<file path="config.mk">
export PLATFORM = sky130hd
export DESIGN_NAME = game_flow_ctrl
export DESIGN_NICKNAME = d
export VERILOG_FILES = /design/src/rtl/game_pkg.sv /design/src/rtl/game_flow_ctrl_tick_gen.sv /design/src/rtl/game_flow_ctrl.sv
export SDC_FILE = /design/constraint.sdc
export NUM_CORES = 1
export LEC_CHECK = 0
export ABC_AREA = 1
export CAP_MARGIN = 40
export CORE_UTILIZATION = 30
export DETAILED_ROUTE_END_ITERATION = 10
export HOLD_SLACK_MARGIN = 0.08
export SLEW_MARGIN = 20
export SYNTH_ARGS = -nofsm -noshare
export SYNTH_HDL_FRONTEND = slang
export SYNTH_HIERARCHICAL = 1
export SYNTH_SLANG_ARGS = --single-unit
</file>
<file path="constraint.sdc">
create_clock -name CLK_50M -period 10.7 [get_ports CLK_50M]
set_input_delay 3.21 -clock CLK_50M [delete_from_list [all_inputs] [get_ports CLK_50M]]
set_output_delay 3.21 -clock CLK_50M [all_outputs]
set_load 0.02 [all_outputs]
</file>
<file path="src/rtl/game_pkg.sv">
// Shared definitions for the block-killer game: state encoding, score/level limits
// and the score-to-level mapping.
package game_pkg;

   typedef enum logic [1:0] {
      STATE_START = 2'b00,
      STATE_PLAY  = 2'b01,
      STATE_OVER  = 2'b10
   } game_state_t;

   localparam int unsigned MAX_LEVEL = 7;
   localparam int unsigned SCORE_MAX = 255;

   // Level is the score scaled down by 2^shift, clamped to the top difficulty.
   function automatic logic [2:0] score_to_level(input logic [7:0] score_val,
                                                 input int unsigned shift);
      logic [7:0] raw;
      raw = score_val >> shift;
      return (raw > 8'(MAX_LEVEL)) ? 3'(MAX_LEVEL) : raw[2:0];
   endfunction

endpackage

</file>
<file path="src/rtl/game_flow_ctrl_tick_gen.sv">
// Programmable-period pulse generator. Fires when the count reaches period-1 or beyond,
// so a period shortened below the current count fires on the next cycle instead of wrapping.
module tick_gen (
   input  logic        CLK_50M,
   input  logic        RST_N,
   input  logic        enable,
   input  logic        clear,
   input  logic [31:0] period,
   output logic        tick
);

   logic [31:0] cnt;

   always_ff @(posedge CLK_50M) begin
      if (!RST_N) begin
         cnt  <= 32'd0;
         tick <= 1'b0;
      end else if (clear) begin
         cnt  <= 32'd0;
         tick <= 1'b0;
      end else if (enable) begin
         if (cnt >= period - 32'd1) begin
            cnt  <= 32'd0;
            tick <= 1'b1;
         end else begin
            cnt  <= cnt + 32'd1;
            tick <= 1'b0;
         end
      end else begin
         tick <= 1'b0;
      end
   end

endmodule

</file>
<file path="src/rtl/game_flow_ctrl.sv">
// Top-level game sequencer: START/PLAY/OVER flow, score and level tracking,
// post-game key lockout and the level-dependent block drop tick.
module game_flow_ctrl
   import game_pkg::*;
#(
   parameter int unsigned TICK_BASE   = 25_000_000,
   parameter int unsigned TICK_STEP   = 2_500_000,
   parameter int unsigned LEVEL_SHIFT = 3,
   parameter int unsigned OVER_HOLD   = 100_000_000
) (
   input  logic       CLK_50M,
   input  logic       RST_N,
   input  logic       left_key_press,
   input  logic       right_key_press,
   input  logic       down_key_press,
   input  logic       hit_pulse,
   input  logic       game_over,
   output logic [1:0] game_state,
   output logic       drop_tick,
   output logic       field_clear,
   output logic [7:0] score,
   output logic [2:0] level
);

   game_state_t state, state_nxt;
   logic        any_key;
   logic        start_round;
   logic        play_run;
   logic        hold_done;
   logic [31:0] hold_cnt;
   logic [31:0] period;

   assign any_key    = left_key_press | right_key_press | down_key_press;
   assign hold_done  = (hold_cnt == 32'(OVER_HOLD));
   assign period     = 32'(TICK_BASE) - 32'(level) * 32'(TICK_STEP);
   assign game_state = state;

   always_comb begin
      state_nxt   = state;
      start_round = 1'b0;
      play_run    = 1'b0;
      case (state)
         STATE_START: begin
            if (any_key) begin
               state_nxt   = STATE_PLAY;
               start_round = 1'b1;
            end
         end
         STATE_PLAY: begin
            // game_over wins over hits, ticks and keys in the same cycle
            if (game_over) state_nxt = STATE_OVER;
            else           play_run  = 1'b1;
         end
         STATE_OVER: begin
            if (any_key && hold_done) state_nxt = STATE_START;
         end
         default: state_nxt = STATE_START;
      endcase
   end

   always_ff @(posedge CLK_50M) begin
      if (!RST_N) begin
         state       <= STATE_START;
         score       <= 8'd0;
         level       <= 3'd0;
         field_clear <= 1'b0;
         hold_cnt    <= 32'd0;
      end else begin
         state       <= state_nxt;
         field_clear <= start_round;
         if (start_round) begin
            score <= 8'd0;
            level <= 3'd0;
         end else begin
            level <= score_to_level(score, LEVEL_SHIFT);
            if (play_run && hit_pulse && (score != 8'(SCORE_MAX)))
               score <= score + 8'd1;
         end
         // Lockout counter restarts on every entry into OVER and parks at OVER_HOLD
         if (state != STATE_OVER) hold_cnt <= 32'd0;
         else if (!hold_done)     hold_cnt <= hold_cnt + 32'd1;
      end
   end

   tick_gen u_tick_gen (
      .CLK_50M (CLK_50M),
      .RST_N   (RST_N),
      .enable  (play_run),
      .clear   (start_round),
      .period  (period),
      .tick    (drop_tick)
   );

endmodule
</file>
==> results by group <==
Flow run
  – Max_cap viols: 0

Detailed routing
  – Antenna Nets Post-Route: 0
  – Initial drt markers: 271
  – Via-per-instance ratio: 4.59
  – Residual DRC count: 0
  – Routed wire length per instance: 10.9 um
  – Pre-antenna DRT Iters: 4
  – Drt total wl: roughly 14,000 um
  – Routed vias: about 5,700

Setup path
  – Worst path slowest cell: dfxtp_1
  – Req. time, crit path: 10.97 ns
  – Crit path capture type: register
  – Crit Path Class: reg -> reg
  – CP max FO: 19
  – Arr. time, crit path: approximately 6.3 ns
  – Most frequent CP cell: nand2_1
  – Crit path launch type: register
  – Crit-path max cell delay: roughly 0.72 ns

Yosys
  – FF+latch count, synth: 79
  – Cell taking the most area after synthesis: dfxtp_1
  – Ys flop type: dfxtp_1
  – Sequential cell area fraction in the yosys report: 0.250
  – Ys async rst share: 0
  – Synth Cell Area: 6330 um2
  – YS warnings: 6
  – Share of the synthesized area in the top cell type: 0.250
  – Number of synthesized flops with an enable pin: 0
  – Syn Area/Cell: 6.73 um2
  – Ranking of synthesized cells by area: dfxtp_1 (25%), nand2_1 (11%), ha_1 (9.3%)
  – Unique cell type count in the Yosys netlist: 55
  – Synth Instances: 940

Place
  – PortBufs: 21
  – Detailed placer's ending HPWL: 11,000 um
  – Gpl congestion: roughly 0.84
  – Dpl cells: 1,235

Run status
  – Outcome: finished clean

Clocking
  – PostCTS Resize Cnt: 0
  – Clock slew seen by the registers of the worst setup and hold paths: 0.06 ns
  – Post-CTS Setup Inserts: 0
  – CTS buffer count: 9
  – CTS max path bufs: 2
  – Root Buffer: clkbuf_16
  – CTS H-tree depth: 3
  – CTS tree: yes
  – # clock sinks: between 70 and 80
  – Worst skew pair latency: 0.34 ns
  – CTS Hold Buffers Added: 0

STA
  – Relative max-transition margin: 0.526
  – Setup TNS: 0 ns
  – Final setup vio count: 0
  – Clk_skew: around 0.0095 ns
  – Final hold vios: 0
  – Unrepaired setup endpoints after global routing: false
  – Worst-Margin Slew: 0.710 ns
  – Max Fclk: between 150 and 200 MHz
  – Tcrit/Tclk final: 0.561
  – Final Max Tran Viols: 0
  – Minimum clock period: 6.00 ns

Global routing
  – GRT Util Overall: 0.134
  – Vias in the first global route: 5,492
  – Pin count of the biggest net entering global routing: 29
  – Final global-route overflow total: 0
  – Initial antenna violation count: 0
  – First-pass GRT wire length: 24,400 um

Power and ir drop
  – Power Density: 94.8 nW/um2
  – Peak supply drop: 0.0958 mV
  – Leak: roughly 3.0 nW

Die
  – Initial core utilization: 0.310
  – Std-Cell Rows: 52
  – Die height: between 100 and 150 um
  – Core area: 20,400 um2
  – Die ar.: ~22,000 um2
  – IO Pins: 22
  – Die X-Extent: 147 um

Finish
  – Share of cells above drive strength 1: 0.0724
  – Number of fill cells: 2,237
  – Final std cells w/o fill: 1,250
  – Diode count: 0
  – Area Growth Syn to Fin: 14.0%
  – Final net count: 1,031

Worst hold path
  – Hold WC Path Type: reg -> reg
==> critical path, delay by kind of cell (launching register included) <==
kind	cells	cell delay, ns
and+or+nand+nor	19	2.46
DFF	1	0.72
buffers and inverters	2	0.61
AOI/OAI and AO/OA	4	0.44
xor gates and xnor gates	2	0.35
adders and majority gates	3	1.34
==> final cells by class <==
class / instances / area, um2 / share of cell area
well taps: 270 / 338 / 0.0469
inverters: 132 / 495 / 0.0687
clock inverters: 6 / 115 / 0.0160
clock buffers: 9 / 225 / 0.0312
multi-input cells: 730 / 4210 / 0.585
flip-flops and latches: 79 / 1580 / 0.219
repair buffers: 24 / 240 / 0.0333
==> where the power goes <==
group          internal [W]  total [W]  switching [W]
clock network      0.000228   0.000354       0.000126
logic             0.0000122  0.0000318      0.0000196
registers          0.000296   0.000297     0.00000172
==> routing by layer <==
layer | vias to the layer above | GRT usage | wire (um)
li1 | 3105 | - | -
met1 | 2570 | 0.175 | 6790
met2 | 57 | 0.230 | 6440
met3 | 10 | 0.0208 | 300
met4 | 0 | 0.0320 | 105
met5 | - | 0 | 0
==> cell usage in the layout (no fill, tap or decap), types with 5 or more instances in the layout <==
master             n
nand4_1           30
nand2_2            9
nand3_2            5
xnor2_1           20
clkdlybuf4s50_1   21
clkbuf_16          9
a21oi_1           51
nor3_1            26
nand3_1           46
nand2_1          181
o21ai_0           37
nor2_4             6
ha_1              47
conb_1            14
xor2_1            47
inv_1            130
nor4_1            11
dfxtp_1           79
nor2_1           144
==> final timing paths <==
kind                 from                  to  slack [ns]  cells past startpoint
max              level[0]  u_tick_gen/cnt[17]        4.70                     30
min reg2reg  hold_cnt[15]        hold_cnt[15]        0.48                      2
max reg2reg      level[0]  u_tick_gen/cnt[17]        4.70                     30
min          hold_cnt[15]        hold_cnt[15]        0.48                      2
==> synth_stat cells, drive strengths merged, types with 3 or more instances <==
library cell,count
nor3,30
ha,47
a31oi,3
nor2,156
buf,10
xnor2,20
o21ai,43
inv,132
o21a,3
xor2,48
or2,3
nor4,11
nand4,32
dfxtp,79
o21bai,4
nand2,194
nand3,52
o22ai,3
a21oi,53
and2,3
==> sequential cells by signal (all words and copies together) (netlist names) <==
name,count
u_tick_gen/cnt,32
u_tick_gen/tick,1
game_state,2
field_clear,1
score,8
level,3
hold_cnt,32
==> logic make-up after synthesis <==
| logic type | after synthesis | share of synthesized area |
|---|---|---|
| AOI/OAI and AO/OA | 116 | 0.106 |
| xor gates and xnor gates | 68 | 0.0953 |
| adders and majority gates | 48 | 0.0961 |
| buffers and inverters | 144 | 0.0916 |
| DFF | 79 | 0.250 |
| muxes | 1 | 0.00158 |
| other | 1 | 0.000593 |
| and+or+nand+nor | 483 | 0.359 |
==> stage by stage <==
stage / hold WS, ns / setup WS (ns) / cell area [um2] / utilization / total power, W
2_1_floorplan: 0.451 / 5.84 / 6370 / - / 0.000326
3_3_place_gp: 0.470 / 4.67 / 6840 / 0.335 / 0.000334
3_5_place_dp: 0.473 / 4.69 / 6870 / 0.336 / 0.000336
4_1_cts: 0.484 / 4.60 / 7210 / 0.353 / 0.000693
5_1_grt: 0.523 / 3.93 / 7210 / 0.353 / 0.000712
6_report: 0.482 / 4.70 / 7210 / 0.353 / 0.000684
No activity file was read; power rests on OpenSTA's default activity.
